## config.mk

```make
export PLATFORM = sky130hd
export DESIGN_NAME = mod_reduce_bn254_seq
export DESIGN_NICKNAME = d
export VERILOG_FILES = /design/src/rtl/mimc_pkg.sv /design/src/rtl/mod_red_step.sv /design/src/rtl/mod_reduce_bn254_seq.sv
export SDC_FILE = /design/constraint.sdc
export NUM_CORES = 2
export LEC_CHECK = 0
export ABC_AREA = 1
export CAP_MARGIN = 20
export CORE_MARGIN = 8
export CORE_UTILIZATION = 45
export DETAILED_ROUTE_END_ITERATION = 10
export GPL_TIMING_DRIVEN = 0
export HOLD_SLACK_MARGIN = 0.1
export PLACE_DENSITY = 0.63
export RECOVER_POWER = 25
export SYNTH_ARGS = -nofsm -noshare
export SYNTH_HDL_FRONTEND = slang
export SYNTH_SLANG_ARGS = --single-unit
```

## constraint.sdc

```tcl
create_clock -name clk -period 5.85 [get_ports clk]
set_input_delay 0.8775 -clock clk [delete_from_list [all_inputs] [get_ports clk]]
set_output_delay 0.8775 -clock clk [all_outputs]
set_load 0.01 [all_outputs]
```

## src/rtl/mimc_pkg.sv

```systemverilog
// Shared definitions for the BN254 MiMC datapath.
//   N_BITS  : field word width (products are 2*N_BITS wide)
//   BN254_R : BN254 scalar-field modulus
//   state_t : control states of the sequential modular reducer
package mimc_pkg;

    localparam int unsigned N_BITS = 256;

    localparam logic [N_BITS-1:0] BN254_R =
        256'h30644e72e131a029b85045b68181585d2833e84879b9709143e1f593f0000001;

    typedef enum logic [1:0] {
        IDLE = 2'd0,
        RUN  = 2'd1,
        DONE = 2'd2
    } state_t;

endpackage : mimc_pkg

```

## src/rtl/mod_red_step.sv

```systemverilog
// One radix-2 restoring reduction step (purely combinational).
// Shifts the next product bit into the running remainder and subtracts the
// modulus once if the shifted value is not below it.
// Ports:
//   rem_in  in  N_BITS   current remainder, always < MODULUS
//   bit_in  in  1        next product bit, MSB first
//   rem_out out N_BITS   ({rem_in, bit_in}) mod MODULUS
module mod_red_step
    import mimc_pkg::*;
#(
    parameter int unsigned       W       = N_BITS,
    parameter logic [W-1:0]      MODULUS = BN254_R
) (
    input  logic [W-1:0] rem_in,
    input  logic         bit_in,
    output logic [W-1:0] rem_out
);

    logic [W:0]   t;
    logic [W+1:0] diff;
    logic         borrow;

    assign t      = {rem_in, bit_in};
    // Trial subtract one bit wider than t so the top bit is the borrow.
    assign diff   = {1'b0, t} - {2'b00, MODULUS};
    assign borrow = diff[W+1];

    // rem_in < MODULUS makes t < 2*MODULUS, so one conditional subtract
    // always lands in [0, MODULUS) and the dropped upper bits are zero.
    assign rem_out = W'(borrow ? {1'b0, t} : diff);

endmodule : mod_red_step

```

## src/rtl/mod_reduce_bn254_seq.sv

```systemverilog
// Sequential BN254 modular reducer: result = product mod BN254_R.
// Restoring reduction consuming one product bit per clock, MSB first;
// the result appears 2*N_BITS cycles after the input handshake.
// Ports:
//   clk       in   1         rising-edge clock
//   rst       in   1         synchronous active-high reset
//   in_valid  in   1         product valid
//   in_ready  out  1         high only in IDLE
//   product   in   2*N_BITS  unreduced product
//   out_valid out  1         result valid, held until out_ready
//   out_ready in   1         downstream accepts result
//   result    out  N_BITS    canonical residue; holds its value until the next completion
//   busy      out  1         high in RUN or DONE
module mod_reduce_bn254_seq
    import mimc_pkg::*;
(
    input  logic                clk,
    input  logic                rst,
    input  logic                in_valid,
    output logic                in_ready,
    input  logic [2*N_BITS-1:0] product,
    output logic                out_valid,
    input  logic                out_ready,
    output logic [N_BITS-1:0]   result,
    output logic                busy
);

    localparam logic [8:0] LAST_CNT = 9'(2*N_BITS - 1);

    state_t              state, state_next;
    logic [2*N_BITS-1:0] shreg;
    logic [N_BITS-1:0]   rem;
    logic [N_BITS-1:0]   rem_next;
    logic [8:0]          cnt;

    mod_red_step #(
        .W       (N_BITS),
        .MODULUS (BN254_R)
    ) u_step (
        .rem_in  (rem),
        .bit_in  (shreg[2*N_BITS-1]),
        .rem_out (rem_next)
    );

    // State register.
    // NOTE: sequential state uses non-blocking assignments so every flop
    // samples the pre-edge values regardless of statement order.
    always_ff @(posedge clk) begin
        if (rst) state <= IDLE;
        else     state <= state_next;
    end

    // Next-state logic.
    // NOTE: default assignment first so no path leaves state_next unassigned
    // (which would infer a latch).
    always_comb begin
        state_next = state;
        unique case (state)
            IDLE: if (in_valid)          state_next = RUN;
            RUN:  if (cnt == LAST_CNT)   state_next = DONE;
            DONE: if (out_ready)         state_next = IDLE;
            default:                     state_next = IDLE;
        endcase
    end

    // Output decode.
    always_comb begin
        in_ready  = (state == IDLE);
        out_valid = (state == DONE);
        busy      = (state != IDLE);
    end

    // Datapath: shift register, remainder, bit counter and result register.
    always_ff @(posedge clk) begin
        if (rst) begin
            shreg  <= '0;
            rem    <= '0;
            cnt    <= '0;
            result <= '0;
        end else begin
            unique case (state)
                IDLE: begin
                    if (in_valid) begin
                        shreg <= product;
                        rem   <= '0;
                        cnt   <= '0;
                    end
                end
                RUN: begin
                    rem   <= rem_next;
                    shreg <= shreg << 1;
                    cnt   <= cnt + 9'd1;
                    if (cnt == LAST_CNT) result <= rem_next;
                end
                default: ;
            endcase
        end
    end

endmodule : mod_reduce_bn254_seq

```

==> impl_results.md <==
* CP max FO at 9
* Synth area leaders: dfxtp_1, nand2_1, a21oi_1
* Number of global-route vias before repair at 71300
* Max Cap Viol at 0
* Clock power share at 41.7%
* Number of I/O port buffers at between 700 and 800
* Cell count after synthesis at 10200
* Final HPWL from detailed placement at 292 mm
* P_int at between 10 and 15 mW
* Leading area contributor after synthesis: dfxtp_1
* Pwr Density at 218 nW/um^2
* Switching power at around 4.5 mW
* DRC violations left at 0
* Crit path kind: reg2reg
* Wirelength, routed at 353 mm
* Post-synth top area share at 33.2%
* Relative slew margins at between 10% and 20%
* Flops & latches, synth at between 1000 and 1500
* Register area at 20700 sq um
* Share of cells above drive strength 1 at about 4.3%
* Pleak at 34.5 nW
* Asr flop ratio synth at 0%
* Die X at 388 um
* Tot GR Track Use at 43.9%
* CP max stage cell: nor2_1
* DRT antenna net count at 0
* EDFF count, synth at 0
* Clock edge transition at the registers on the reported setup and hold paths at about 0.07 ns
* Hold_buf cts at 0
* Worst path most repeated cell: nand2_1
* Final setup viols at 0
* Max clock buf depth at 3
* Max incr delay on CP at 0.89 ns
* Final period util at approximately nine tenths
* H-tree depth at 3
* Routed vias/inst at 5.94
* Total gr overflow at 0
* Routed len/inst at 27.1 um
* Iteration-0 DRC count of the detailed router at 10200
* Fin crit period at 5.37 ns
* Initial core utilization at 45.4%
* Flop pwr share at 46.2%
* Num CTS Buffers at between 100 and 150
* Clock skew at just over 0.06 ns
* Synthesized area per cell at ~6 sq um
* Max-slew violations at 0
* TritonCTS clock tree: yes
* Gpl congestion at 1.15
* Die ar. at 151000 sq um
* RSZ-0062 raised after global routing: false
* Sw frac at 27.2%
* Crit-path cells: buf_2, nand2_1, nor2_1, nand3_1, nor2_1, nand2_1, o21bai_1, nand3_1, nand2_1, nand2_1, nand2_1, nand2_1, nand2_1, nand2_1, nand2_1, a21oi_1
* Row cnt at 136
* Core ar. at 137000 sq um
* Synth cell types at 53
* Sequential fraction of the synthesis area at 33.2%
* Initial antenna violation count at 69
* YS warnings at 0
* Nets at 11600
* PostCTS Resize Cnt at 0
* Die H at 388 um
* I/O Pins at 775
* Pin count of the biggest net entering global routing at 18
* Gate power share at 12.2%
* Layout area overhead at 22.2%
* First drt pass iteration count at 9
* Ys flop type: dfxtp_1
* Final setup TNS at 0 ns
* Post-Syn Area at between 60000 and 70000 sq um
* Post-CTS setup buffers at 0
* Worst Tran Pin Value at around 1.3 ns
* # clock sinks at 1035
* Hold WS at roughly 0.47 ns
* Synth Net Count at 10700
* Worst vdd ir at 0.278 mV
* Multi-input gate area at 34600 sq um
* Global-route wire length before repair at just under 500 mm
* Post-route design area at 76300 sq um
* Final Total Pwr at 16.7 mW
* WP data arrival at 6.03 ns
* Worst-Skew Late Latency at 0.77 ns
* Commonest non-fill, non-tap cell in the layout: nand2_1
* Fillcell total at 13400
* DP Area at 72600 sq um
* Commonest non-fill, non-tap cells in the layout: nand2_1, inv_1, dfxtp_1
* Critical Path End Type: flop
* Max Clk Rate at ~0.19 GHz
* CTS root buf: clkbuf_16
* Final core occ at 55.5%
* Status: complete, no violations
* Hold Path Class: reg2reg
* Endpoints failing hold at 0
* CP startpoint kind: flop
* Vias at about 77000
* Crit path required time at 6.51 ns
-- critical path, delay by kind of cell (launching register included) --
| family | cells | cell delay, ns |
|---|---|---|
| flip-flops | 1 | 0.32 |
| AND/OR/NAND/NOR | 13 | 4.17 |
| AO/OA/AOI/OAI | 2 | 0.48 |
| buffers and inverters | 1 | 0.27 |
-- routing by layer --
metal / track usage [%] / wire length, um
met1: 52.7 / 132000
met2: 66.3 / 148000
met3: 12.4 / 39500
met4: 33.5 / 33200
met5: 0 / 212
-- Yosys cell counts (4+ instances only) --
cell type  number
or2_2           6
buf_4          13
inv_1        1176
a21boi_0        8
nand2_2        15
a21o_1          8
nor3_2          4
o21ai_0       885
o21ai_1        38
a21oi_1      1017
nand2_1      3023
and3_1          5
nor2_4          5
clkbuf_1      418
and2_1         12
nand3b_1       47
dfxtp_1      1035
buf_1          19
nand3_1       400
o21ai_2        61
xnor2_1        13
inv_2          48
buf_6          32
o21bai_1      260
nand3_2        14
nand4_1        56
o22ai_1       512
nor3_1         76
nor2_1        777
nor2_2         33
o21a_1          6
a31oi_1         4
nor4_1          7
xor2_1         69
buf_2          46
-- worst paths after layout --
| path | start | endpoint | slack, ns | depth (start not counted) |
|---|---|---|---|---|
| worst max-delay path | rem[101] | rem[240] | 0.48 | 16 |
| worst min-delay path | result[174] | result[174] | 0.47 | 2 |
| worst max register to register | rem[101] | rem[240] | 0.48 | 16 |
| worst min register to register | result[174] | result[174] | 0.47 | 2 |
-- cell type report --
class                      count  area share, %
antenna                       55          0.180
timing repair buffer         796           10.5
clock inverter                32          0.558
multi-input combinational   7383           45.4
sequential                  1035           27.2
inverter                    1228           6.05
tap                         1794           2.94
clock buffer                 155           4.06
buffer                       536           3.19
-- per-stage QoR --
| stage | setup slack, ns | cells |
|---|---|---|
| 6_report | 0.482 | 13000 |
| 5_1_grt | 0.406 | 13000 |
| 4_1_cts | 0.635 | 13000 |
| 3_5_place_dp | 0.703 | 12800 |
| 3_3_place_gp | 0.718 | 12800 |
| 2_1_floorplan | 3.44 | 10200 |
-- registers in the layout, summed over array words and instances, names as in the netlist --
name    flops
result    256
state       2
cnt         9
shreg     512
rem       256
-- power groups by stage --
stage | clock network [mW] | registers, mW | logic [mW]
2_1_floorplan | 0 | 7.75 | 1.12
5_1_grt | 7.21 | 7.72 | 2.17
6_report | 6.94 | 7.69 | 2.03
3_3_place_gp | 0 | 7.80 | 1.86
3_5_place_dp | 0 | 7.82 | 1.94
4_1_cts | 6.94 | 7.67 | 1.96
-- kinds of logic after synthesis --
family	synth area share [%]
buffers and inverters	11.3
adder cells (fa/ha/maj)	0.0602
XOR/XNOR	1.18
AO/OA/AOI/OAI	25.2
AND/OR/NAND/NOR	29.0
flip-flops	33.2
No activity file was read; power rests on OpenSTA's default activity.
